File: src/rtl/rcs_seq_addsub_pkg.sv
// Shared definitions for the sequential chunked add/subtract unit:
// FSM encoding, mode constants and chunk-count helpers.
package rcs_seq_addsub_pkg;

    typedef enum logic {
        S_IDLE = 1'b0,
        S_RUN  = 1'b1
    } state_e;

    localparam logic MODE_ADD = 1'b0;
    localparam logic MODE_SUB = 1'b1;

    function automatic int nchunk_f(input int width, input int chunk);
        return width / chunk;
    endfunction

    // Index counter width; never narrower than one bit, even for a single chunk.
    function automatic int idx_w_f(input int n);
        return (n <= 1) ? 1 : $clog2(n);
    endfunction

endpackage

File: src/rtl/rcs_seq_addsub_chunk.sv
// Combinational CHUNK-bit ripple adder slice; also exposes the carry into
// its MSB so the top level can form signed overflow from the last slice.
module rcs_chunk #(
    parameter int CHUNK = 8
) (
    input  logic [CHUNK-1:0] a_i,
    input  logic [CHUNK-1:0] b_i,
    input  logic             cin_i,
    output logic [CHUNK-1:0] s_o,
    output logic             cout_o,
    output logic             cmsb_o
);

    logic [CHUNK:0] c;

    always_comb begin
        c    = '0;
        s_o  = '0;
        c[0] = cin_i;
        for (int i = 0; i < CHUNK; i++) begin
            s_o[i]  = a_i[i] ^ b_i[i] ^ c[i];
            c[i+1]  = (a_i[i] & b_i[i]) | (c[i] & (a_i[i] ^ b_i[i]));
        end
    end

    assign cout_o = c[CHUNK];
    assign cmsb_o = c[CHUNK-1];

endmodule

File: src/rtl/rcs_seq_addsub.sv
// Multi-cycle add/subtract: one CHUNK-bit slice per clock, LSB slice first,
// with the inter-slice carry held in a register to keep the carry path short.
module rcs_seq_addsub
    import rcs_seq_addsub_pkg::*;
#(
    parameter int WIDTH = 32,
    parameter int CHUNK = 8
) (
    input  logic             clk,
    input  logic             rst_n,
    input  logic             start,
    input  logic             mode,
    input  logic [WIDTH-1:0] a,
    input  logic [WIDTH-1:0] b,
    input  logic             carry_in,
    output logic             busy,
    output logic             done,
    output logic [WIDTH-1:0] sum,
    output logic             carry_out,
    output logic             overflow
);

    localparam int NCHUNK = nchunk_f(WIDTH, CHUNK);
    localparam int IDXW   = idx_w_f(NCHUNK);
    localparam logic [IDXW-1:0] LAST_IDX = IDXW'(NCHUNK - 1);

    if (CHUNK < 1 || (WIDTH % CHUNK) != 0) begin : g_bad_cfg
        $error("rcs_seq_addsub: WIDTH must be a positive multiple of CHUNK");
    end

    state_e           state_q, state_d;
    logic [IDXW-1:0]  idx_q;
    logic             carry_q;
    logic             done_q;
    logic             cout_q;
    logic             ovf_q;
    logic [WIDTH-1:0] sum_q;
    logic [WIDTH-1:0] a_q;
    logic [WIDTH-1:0] b_q;

    logic             accept;
    logic             step;
    logic             last;
    logic [CHUNK-1:0] a_sl, b_sl, s_sl;
    logic             c_sl, cmsb_sl;

    always_ff @(posedge clk or negedge rst_n) begin
        if (!rst_n) state_q <= S_IDLE;
        else        state_q <= state_d;
    end

    always_comb begin
        state_d = state_q;
        case (state_q)
            S_IDLE:  if (start) state_d = S_RUN;
            S_RUN:   if (idx_q == LAST_IDX) state_d = S_IDLE;
            default: state_d = S_IDLE;
        endcase
    end

    always_comb begin
        busy   = (state_q == S_RUN);
        accept = (state_q == S_IDLE) && start;
        step   = (state_q == S_RUN);
        last   = step && (idx_q == LAST_IDX);
    end

    always_comb begin
        a_sl = '0;
        b_sl = '0;
        for (int i = 0; i < NCHUNK; i++) begin
            if (idx_q == IDXW'(i)) begin
                a_sl = a_q[i*CHUNK +: CHUNK];
                b_sl = b_q[i*CHUNK +: CHUNK];
            end
        end
    end

    rcs_chunk #(.CHUNK(CHUNK)) u_chunk (
        .a_i    (a_sl),
        .b_i    (b_sl),
        .cin_i  (carry_q),
        .s_o    (s_sl),
        .cout_o (c_sl),
        .cmsb_o (cmsb_sl)
    );

    // Subtraction is folded in at accept time: B is stored inverted and the carry forced to 1.
    always_ff @(posedge clk) begin
        if (accept) begin
            a_q <= a;
            b_q <= (mode == MODE_SUB) ? ~b : b;
        end
    end

    always_ff @(posedge clk or negedge rst_n) begin
        if (!rst_n) begin
            idx_q   <= '0;
            carry_q <= 1'b0;
            done_q  <= 1'b0;
            cout_q  <= 1'b0;
            ovf_q   <= 1'b0;
            sum_q   <= '0;
        end else begin
            done_q <= last;
            if (accept) begin
                idx_q   <= '0;
                carry_q <= (mode == MODE_SUB) ? 1'b1 : carry_in;
            end else if (step) begin
                idx_q   <= last ? '0 : idx_q + 1'b1;
                carry_q <= c_sl;
                for (int i = 0; i < NCHUNK; i++) begin
                    if (idx_q == IDXW'(i)) sum_q[i*CHUNK +: CHUNK] <= s_sl;
                end
                if (last) begin
                    cout_q <= c_sl;
                    ovf_q  <= c_sl ^ cmsb_sl;
                end
            end
        end
    end

    assign done      = done_q;
    assign sum       = sum_q;
    assign carry_out = cout_q;
    assign overflow  = ovf_q;

endmodule

File: config.mk
export PLATFORM = sky130hd
export DESIGN_NAME = rcs_seq_addsub
export DESIGN_NICKNAME = d
export VERILOG_FILES = /design/src/rtl/rcs_seq_addsub_pkg.sv /design/src/rtl/rcs_seq_addsub_chunk.sv /design/src/rtl/rcs_seq_addsub.sv
export SDC_FILE = /design/constraint.sdc
export NUM_CORES = 1
export LEC_CHECK = 0
export BUFFER_PORTS_ARGS = -buffer_cell sky130_fd_sc_hd__buf_2
export CORE_UTILIZATION = 25
export DETAILED_ROUTE_END_ITERATION = 10
export GPL_ROUTABILITY_DRIVEN = 0
export PLACE_DENSITY = 0.46
export REMOVE_ABC_BUFFERS = 1
export SYNTH_ARGS = -nofsm -noshare
export SYNTH_HDL_FRONTEND = slang
export SYNTH_HIERARCHICAL = 1
export SYNTH_SLANG_ARGS = --single-unit
File: constraint.sdc
create_clock -name clk -period 11.5 [get_ports clk]
set_clock_uncertainty 0.05 [all_clocks]
set_input_delay 1.725 -clock clk [delete_from_list [all_inputs] [get_ports clk]]
set_output_delay 1.725 -clock clk [all_outputs]
set_load 0.02 [all_outputs]
==> results by stage, run 1 <==
Status:
- The flow ran to the end, and the final reports show no timing, DRC or antenna violations.

Flow run:
- The max-cap check violation count is 0.

Timing:
- The relative slew slack is 0.353.
- The final count of negative-setup-slack endpoints is 0.
- For the pin with the worst max-slew slack, the measured transition is 0.968 ns.
- The worst path needs 5.33 ns of the cycle, external delays included.
- Setup repair after global routing left no endpoint under its margin.
- The total count of max-transition violations in the final report came to 0.
- The final cycle utilization of the critical path is 0.463.
- The final hold violation count is 0.
- The total negative slack is 0 ns.
- Static timing analysis puts the maximum clock frequency at 188 MHz.

Power and ir drop:
- The internal power of the cells totals 1060 uW.
- The areal power density over the cells is 322 nW/um^2.
- The net load switching power is 682 uW.
- The proportion of power drawn by flip-flops and latches is 0.332.
- VDD sags by at most 150 uV.
- The switching share of total power is 0.392.
- Summed over all cells, the static leakage comes to 0.00222 uW.
- The clock share of power is 0.191.
- The relative contribution of combinational cells to total power is 0.478.

Final layout:
- Relative to the synthesized area, the layout overhead comes to 24.1%.
- The share of final-layout standard cells stronger than drive strength 1 is 0.419.
- Summing all non-filler instances in the final layout gives an area of 5400 sq um.
- The final layout contains 463 nets.
- The repair_antennas step left the layout with diodes totalling 0.

Placement:
- In this run the tool buffered the top-level ports with 104 buffer cells.
- The area of placed instances is 5070 sq um.
- After legalization and detailed placement, the total HPWL measured 7.01 mm.

Critical path:
- Together, buffers and inverters on the worst path number 5.
- The critical path's largest stage delay is 0.77 ns.
- Along the worst path, the maximum fanout reaches 16.
- For the worst setup path, the data arrival time is 5.51 ns.
- The most numerous cell type found on the critical path is fa_1.
- The slowest stage of the critical path is the nor2_1 cell.
- The kind of start point of the critical path is a register.
- STA classifies the critical path endpoint as a register.
- The required arrival time at the worst endpoint is 11.69 ns.
- The critical path in this run is classified as register to register.
- On the critical path the largest part of the delay comes from adder cells.
- Walking the worst path, the cells encountered are inv_1 > ha_1 > nor2_1 > a21oi_1 > fa_1 > inv_1 > fa_1 > inv_1 > fa_1 > fa_1 > fa_1 > fa_1 > inv_1 > fa_1 > inv_1 > fa_1 > mux2_2.

Route:
- The count of nets left with antenna violations once routing finished came out at 0.
- The number of iterations in the first detailed-routing pass is 4.
- The starting DRC count in detailed routing is 122.
- The mean number of vias per cell is 4.12.
- The via count is 2498.
- Summed over all layers, the routed wires come to 9.41 mm.
- The final routed DRC violation total is 0.
- In the final routed layout, each cell accounts on average for 15.5 um.

Floorplan:
- During I/O placement, the number of pins put on the boundary was 105.
- The core outline area is 16800 sq um.
- The die covers 17900 sq um.
- The effective utilization at floorplan is 0.259.
- The floorplan has 47 rows.
- The horizontal die dimension is 134 um.
- The chip height is 134 um.

Synthesis:
- After synthesis the cells add up to 4350 sq um.
- The post-synthesis cell type count is 28.
- A synthesized cell averages 15.7 sq um.
- The number of synthesis warnings is 6.
- For this run, the leading register cell type out of synthesis is edfxtp_1.
- After technology mapping, the gate count stands at 278.
- The proportion of register bits with asynchronous set or reset after synthesis is 0.379.
- The flip-flop and latch count after synthesis is 103.
- The sequential fraction of the synthesis area is 0.666.
- Sorting the synthesized cells by area gives the leading types as edfxtp_1, dfrtp_1, mux2_2.
- The fraction of synthesized cell area taken by the top area cell type is 0.441.
- In this run, synthesis inferred 64 flip-flops with an integrated enable.
- The largest area contributor in the netlist is edfxtp_1.

Clocking:
- The number of clock buffers inserted by TritonCTS is 9.
- The H-tree generated during clock tree synthesis spans 3 levels.
- The post-CTS setup buffer count is 0.
- TritonCTS built the clock tree.
- The clock latency on the worst-skew pair is 0.35 ns.
- No sink is reached through more buffers than the 2 on the longest clock path.
- The buffer cell driving the clock tree root is clkbuf_16.
- The register clock-pin slew on the reported worst setup and hold paths is 0.07 ns.
- The number of instances resized during post-cts repair is 0.
- The clock net in this run drives a total of 103 sinks.
- The cts-stage hold buffer count is 0.

Global route:
- The number of global-route vias before repair is 2618.
- Summed over all layers, the global routing overflow is 0.
- The first global-routing pass estimated 14.4 mm of wire.
- The initial antenna violation count is 0.
- The maximum number of pins on one net before global-route repair is 65.
- The global-route total usage across every layer is 0.110.

Min path:
- The min-delay analysis places its worst path in the category register to register.
==> worst paths after layout <==
check | from | slack, ns | depth (start not counted) | to
setup / recovery | idx_q[0] | 6.17 | 17 | sum[31]
hold / removal | overflow | 0.45 | 2 | overflow
setup reg to reg | idx_q[0] | 6.17 | 17 | sum[31]
hold reg to reg | overflow | 0.45 | 2 | overflow
max in group asynchronous | rst_n | 9.40 | 1 | sum[4]
min in group asynchronous | rst_n | 1.44 | 1 | sum[24]
==> tightest hold or removal path, cell delays in order, from the launching register on <==
cell	delay, ns
dfrtp_1	0.35
nand2_1	0.05
o21ai_0	0.06
==> layout make-up <==
class	instances	area, sq um
fill	1731	11400
sequential	103	2900
multi-input combinational	148	1320
timing repair buffer	105	528
tap	220	275
clock buffer	9	225
clock inverter	7	103
inverter	15	56.3
==> per-layer routing <==
metal	vias up	GRT usage	routed length, um
li1	1223	-	-
met1	1184	0.138	4350
met2	80	0.176	4410
met3	11	0.0336	508
met4	0	0.0455	140
met5	-	0	0
==> cell families after synthesis <==
logic type | synth area share
XOR/XNOR | 0.0664
buffers and inverters | 0.0336
AO/OA/AOI/OAI | 0.0744
AND/OR/NAND/NOR | 0.0247
flip-flops | 0.666
adder cells (fa/ha/maj) | 0.0483
multiplexers | 0.0871
==> synth_stat cells (2+ instances only) <==
cell	number
a21oi_1	15
a22oi_1	15
buf_2	3
buf_4	7
buf_6	2
dfrtp_1	39
edfxtp_1	64
fa_1	8
ha_1	4
inv_1	14
mux2_2	31
mux2_4	2
nand2_1	5
nand2_2	4
nor2_1	4
o21ai_0	4
o22ai_1	15
xor2_1	32
==> power by group through the flow <==
stage | clock (uW) | sequential, uW | combinational, uW
after CTS | 343 | 579 | 852
after floorplan | 0 | 657 | 483
final | 332 | 577 | 831
after global placement | 0 | 583 | 830
after global routing | 357 | 590 | 923
after detailed placement | 0 | 587 | 850
==> layout by cell type, fill, tap and decap left out, types with 2 or more instances in the layout <==
cell type  count
fa_1           8
nor2_1         3
buf_2        104
clkbuf_16      9
a22oi_1       15
dfrtp_1       39
o21ai_0        4
bufinv_16      2
nand2_2        4
clkinv_4       2
a21oi_1       15
nand2_1        5
mux2_2        31
xor2_1        32
edfxtp_1      64
mux2_4         2
inv_1         14
o22ai_1       15
ha_1           4
==> through the flow <==
step,cells,setup slack [ns],utilization,hold WS (ns),power (uW)
after floorplan,266,6.49,-,0.461,1140
after global placement,591,6.33,0.302,0.424,1410
after detailed placement,591,6.18,0.302,0.440,1440
after CTS,607,6.15,0.321,0.456,1770
after global routing,607,5.74,0.321,0.474,1870
final,607,6.17,0.321,0.447,1740
==> state kept, by name (all words and copies together) (netlist names), 2 cells and up <==
name / count
b_q: 32
idx_q: 2
a_q: 32
sum: 32
Power figures use the tool's default switching activity.
==> run 2: changes to the inputs <==
clock period = 5.05 ns   (was 11.5 ns; I/O delays follow)
==> results by stage, run 2 (synthesized netlist as in run 1, its figures left out) <==
Critical path:
- The count of cells along the worst register-to-register path is 17.
- The kind of start point of the critical path is a register.
- In this run the worst path has a maximum fanout of 5.
- Data on the critical path is required at its endpoint by 5.23 ns.
- The data arrival time of the critical path is 4.97 ns.
- In this run the worst setup path begins at idx_q[0].
- The startpoint identified for the worst register-to-register timing path is idx_q[0].
- The start-to-end type of the worst setup path is register to register.
- The endpoint type of the worst setup path is a register.

Timing:
- The final cycle utilization of the critical path is 0.947.
- The relative slew slack is 0.409.
- At the pin with the least slew margin, the transition time is 0.887 ns.
- Setup repair after global routing left no endpoint under its margin.
- The routed design could run at a clock period as short as 4.78 ns.
- The total negative slack is 0 ns.
- The final count of negative-setup-slack endpoints is 0.
- The final hold violation count was 0.
- The fmax is 209 MHz.
- The total count of max-transition violations in the final report came to 0.

Clocking:
- The clock latency on the worst-skew pair is 0.35 ns.
- The CTS H-tree depth is 3.
- TritonCTS created 9 clock buffers.
- The buffer cell driving the clock tree root is clkbuf_16.
- The register clock-pin slew on the reported worst setup and hold paths is 0.07 ns.
- The clock passes through at most 2 buffers.
- Counting every sink on the clock net gives 103.
- TritonCTS built the clock tree.

Final layout:
- The net total in the final layout is 468.
- Leaving out fill and tap cells, the most frequent cell in the layout is buf_2.
- The top cell types in the final layout, fill and taps aside, are buf_2, edfxtp_1, dfrtp_1.
- The combined flip-flop and latch cell area is 2900 sq um.
- After filler insertion, the fill cell instance count of the layout stands at 1710.
- Relative to the synthesized area, the layout overhead comes to 24.7%.
- The repair_antennas step left the layout with diodes totalling 0.
- The share of final-layout standard cells stronger than drive strength 1 is 0.423.
- The fraction of the core area covered by cells at the end of the flow is 0.323.
- The area occupied by multi-input gates is 1320 sq um.

Power and ir drop:
- The analysis attributes to cell leakage a power of 0.00223 uW.
- VDD sags by at most 287 uV.
- For this design the ratio of total power to cell area is 737 nW/um^2.

Floorplan:
- From left edge to right edge, the die measures 134 um.
- The number of placement rows is 47.
- The core outline area is 16800 sq um.
- The die covers 17900 sq um.
- During I/O placement, the number of pins put on the boundary was 105.
- For this configuration, the core starts out at a cell density of 0.259.
- The die is 134 um tall.

Global route:
- The total overflow left after global routing is 0.
- The initial antenna violation count came to 0.
- The number of global-route vias before repair is 2675.
- Across every metal layer, demand over resource in global routing totals 0.117.
- Entering global routing, the biggest net connects 40 pins.
- The first global-routing pass estimated 15.2 mm of wire.

Status:
- The flow ran to the end, and the final reports show no timing, DRC or antenna violations.

Min path:
- The hold path startpoint is overflow.
- Along the worst hold path, the cell count comes to 2.
- In this run the worst hold path is classified as register to register.

Flow run:
- The max-cap check violation count is 0.

Route:
- The mean number of vias per cell is 4.24.
- The detailed router finished its first iteration with 96 violations.
- The count of nets left with antenna violations once routing finished came out at 0.
- The final routed DRC violation total is 0.
- The number of iterations in the first detailed-routing pass is 4.
- The via count is 2593.
- Dividing the detail-routed wire length by the instance count gives 16.2 um.
- The routed design has 9.89 mm of wire.

Placement:
- The half-perimeter wire length after placement is 7.31 mm.
- Input and output buffers added on the ports amount to 104.
-- run 2: cell types whose count changed in the layout (fill, tap and decap cells not counted), sizes merged --
cell	before	now
clkbuf	9	11
clkinvlp	0	1
buf	105	110
clkinv	3	0
-- run 2: area by class of cell --
class	count	share of cell area
Multi-Input combinational cell	148	0.243
Sequential cell	103	0.534
Clock buffer	11	0.0429
Timing Repair Buffer	110	0.104
Inverter	15	0.0104
Clock inverter	5	0.0152
Tap cell	220	0.0507
-- run 2: metal layers --
layer  part of all wire  vias up  global-route usage
met1               0.49     1257               0.161
met4              0.018        0              0.0511
li1                   -     1233                   -
met3              0.051       12              0.0261
met5                  0        -                   0
met2               0.44       91               0.176
-- run 2: final timing paths --
kind | slack (ns) | to
worst max register to register | 0.27 | sum[31]
worst min-delay path | 0.43 | overflow
min in group asynchronous | 0.47 | sum[8]
max in group asynchronous | 3.91 | sum[13]
worst min register to register | 0.43 | overflow
worst max-delay path | 0.27 | sum[31]
-- run 2: repair_timing --
item                       in CTS  in global routing
hold endpoints to repair        0                  0
hold buffers                    0                  0
setup buffers                   0                  0
setup endpoints to repair       0                  4
gates resized for setup         0                  1
-- run 2: where the power goes --
part	switching (uW)	internal, uW	leakage [uW]
Sequential	126	1190	0.00105
Combinational	1140	802	0.00102
Clock	309	437	0.000151
Total	1570	2430	0.00223
-- run 2: through the flow --
stage          hold slack, ns  total power (uW)  cells  setup slack [ns]  instance area, sq um
2_1_floorplan           0.412              2600    266             0.260                  4260
3_5_place_dp            0.427              3310    596             0.242                  5110
3_3_place_gp            0.419              3230    596             0.398                  5110
6_report                0.432              4000    612             0.268                  5430
5_1_grt                 0.469              4290    612            0.0364                  5430
4_1_cts                 0.443              4060    612             0.227                  5430
-- run 2: worst max-delay path, cell delays in order (launching register included) --
cell     delay (ns)
dfrtp_1        0.41
inv_1          0.09
ha_1           0.27
nor2_1         0.29
a21oi_1        0.16
fa_1           0.45
inv_1          0.08
fa_1           0.16
inv_1          0.05
fa_1           0.37
fa_1           0.39
fa_1           0.40
fa_1           0.37
inv_1          0.08
fa_1           0.15
inv_1          0.06
fa_1           0.52
mux2_2         0.30
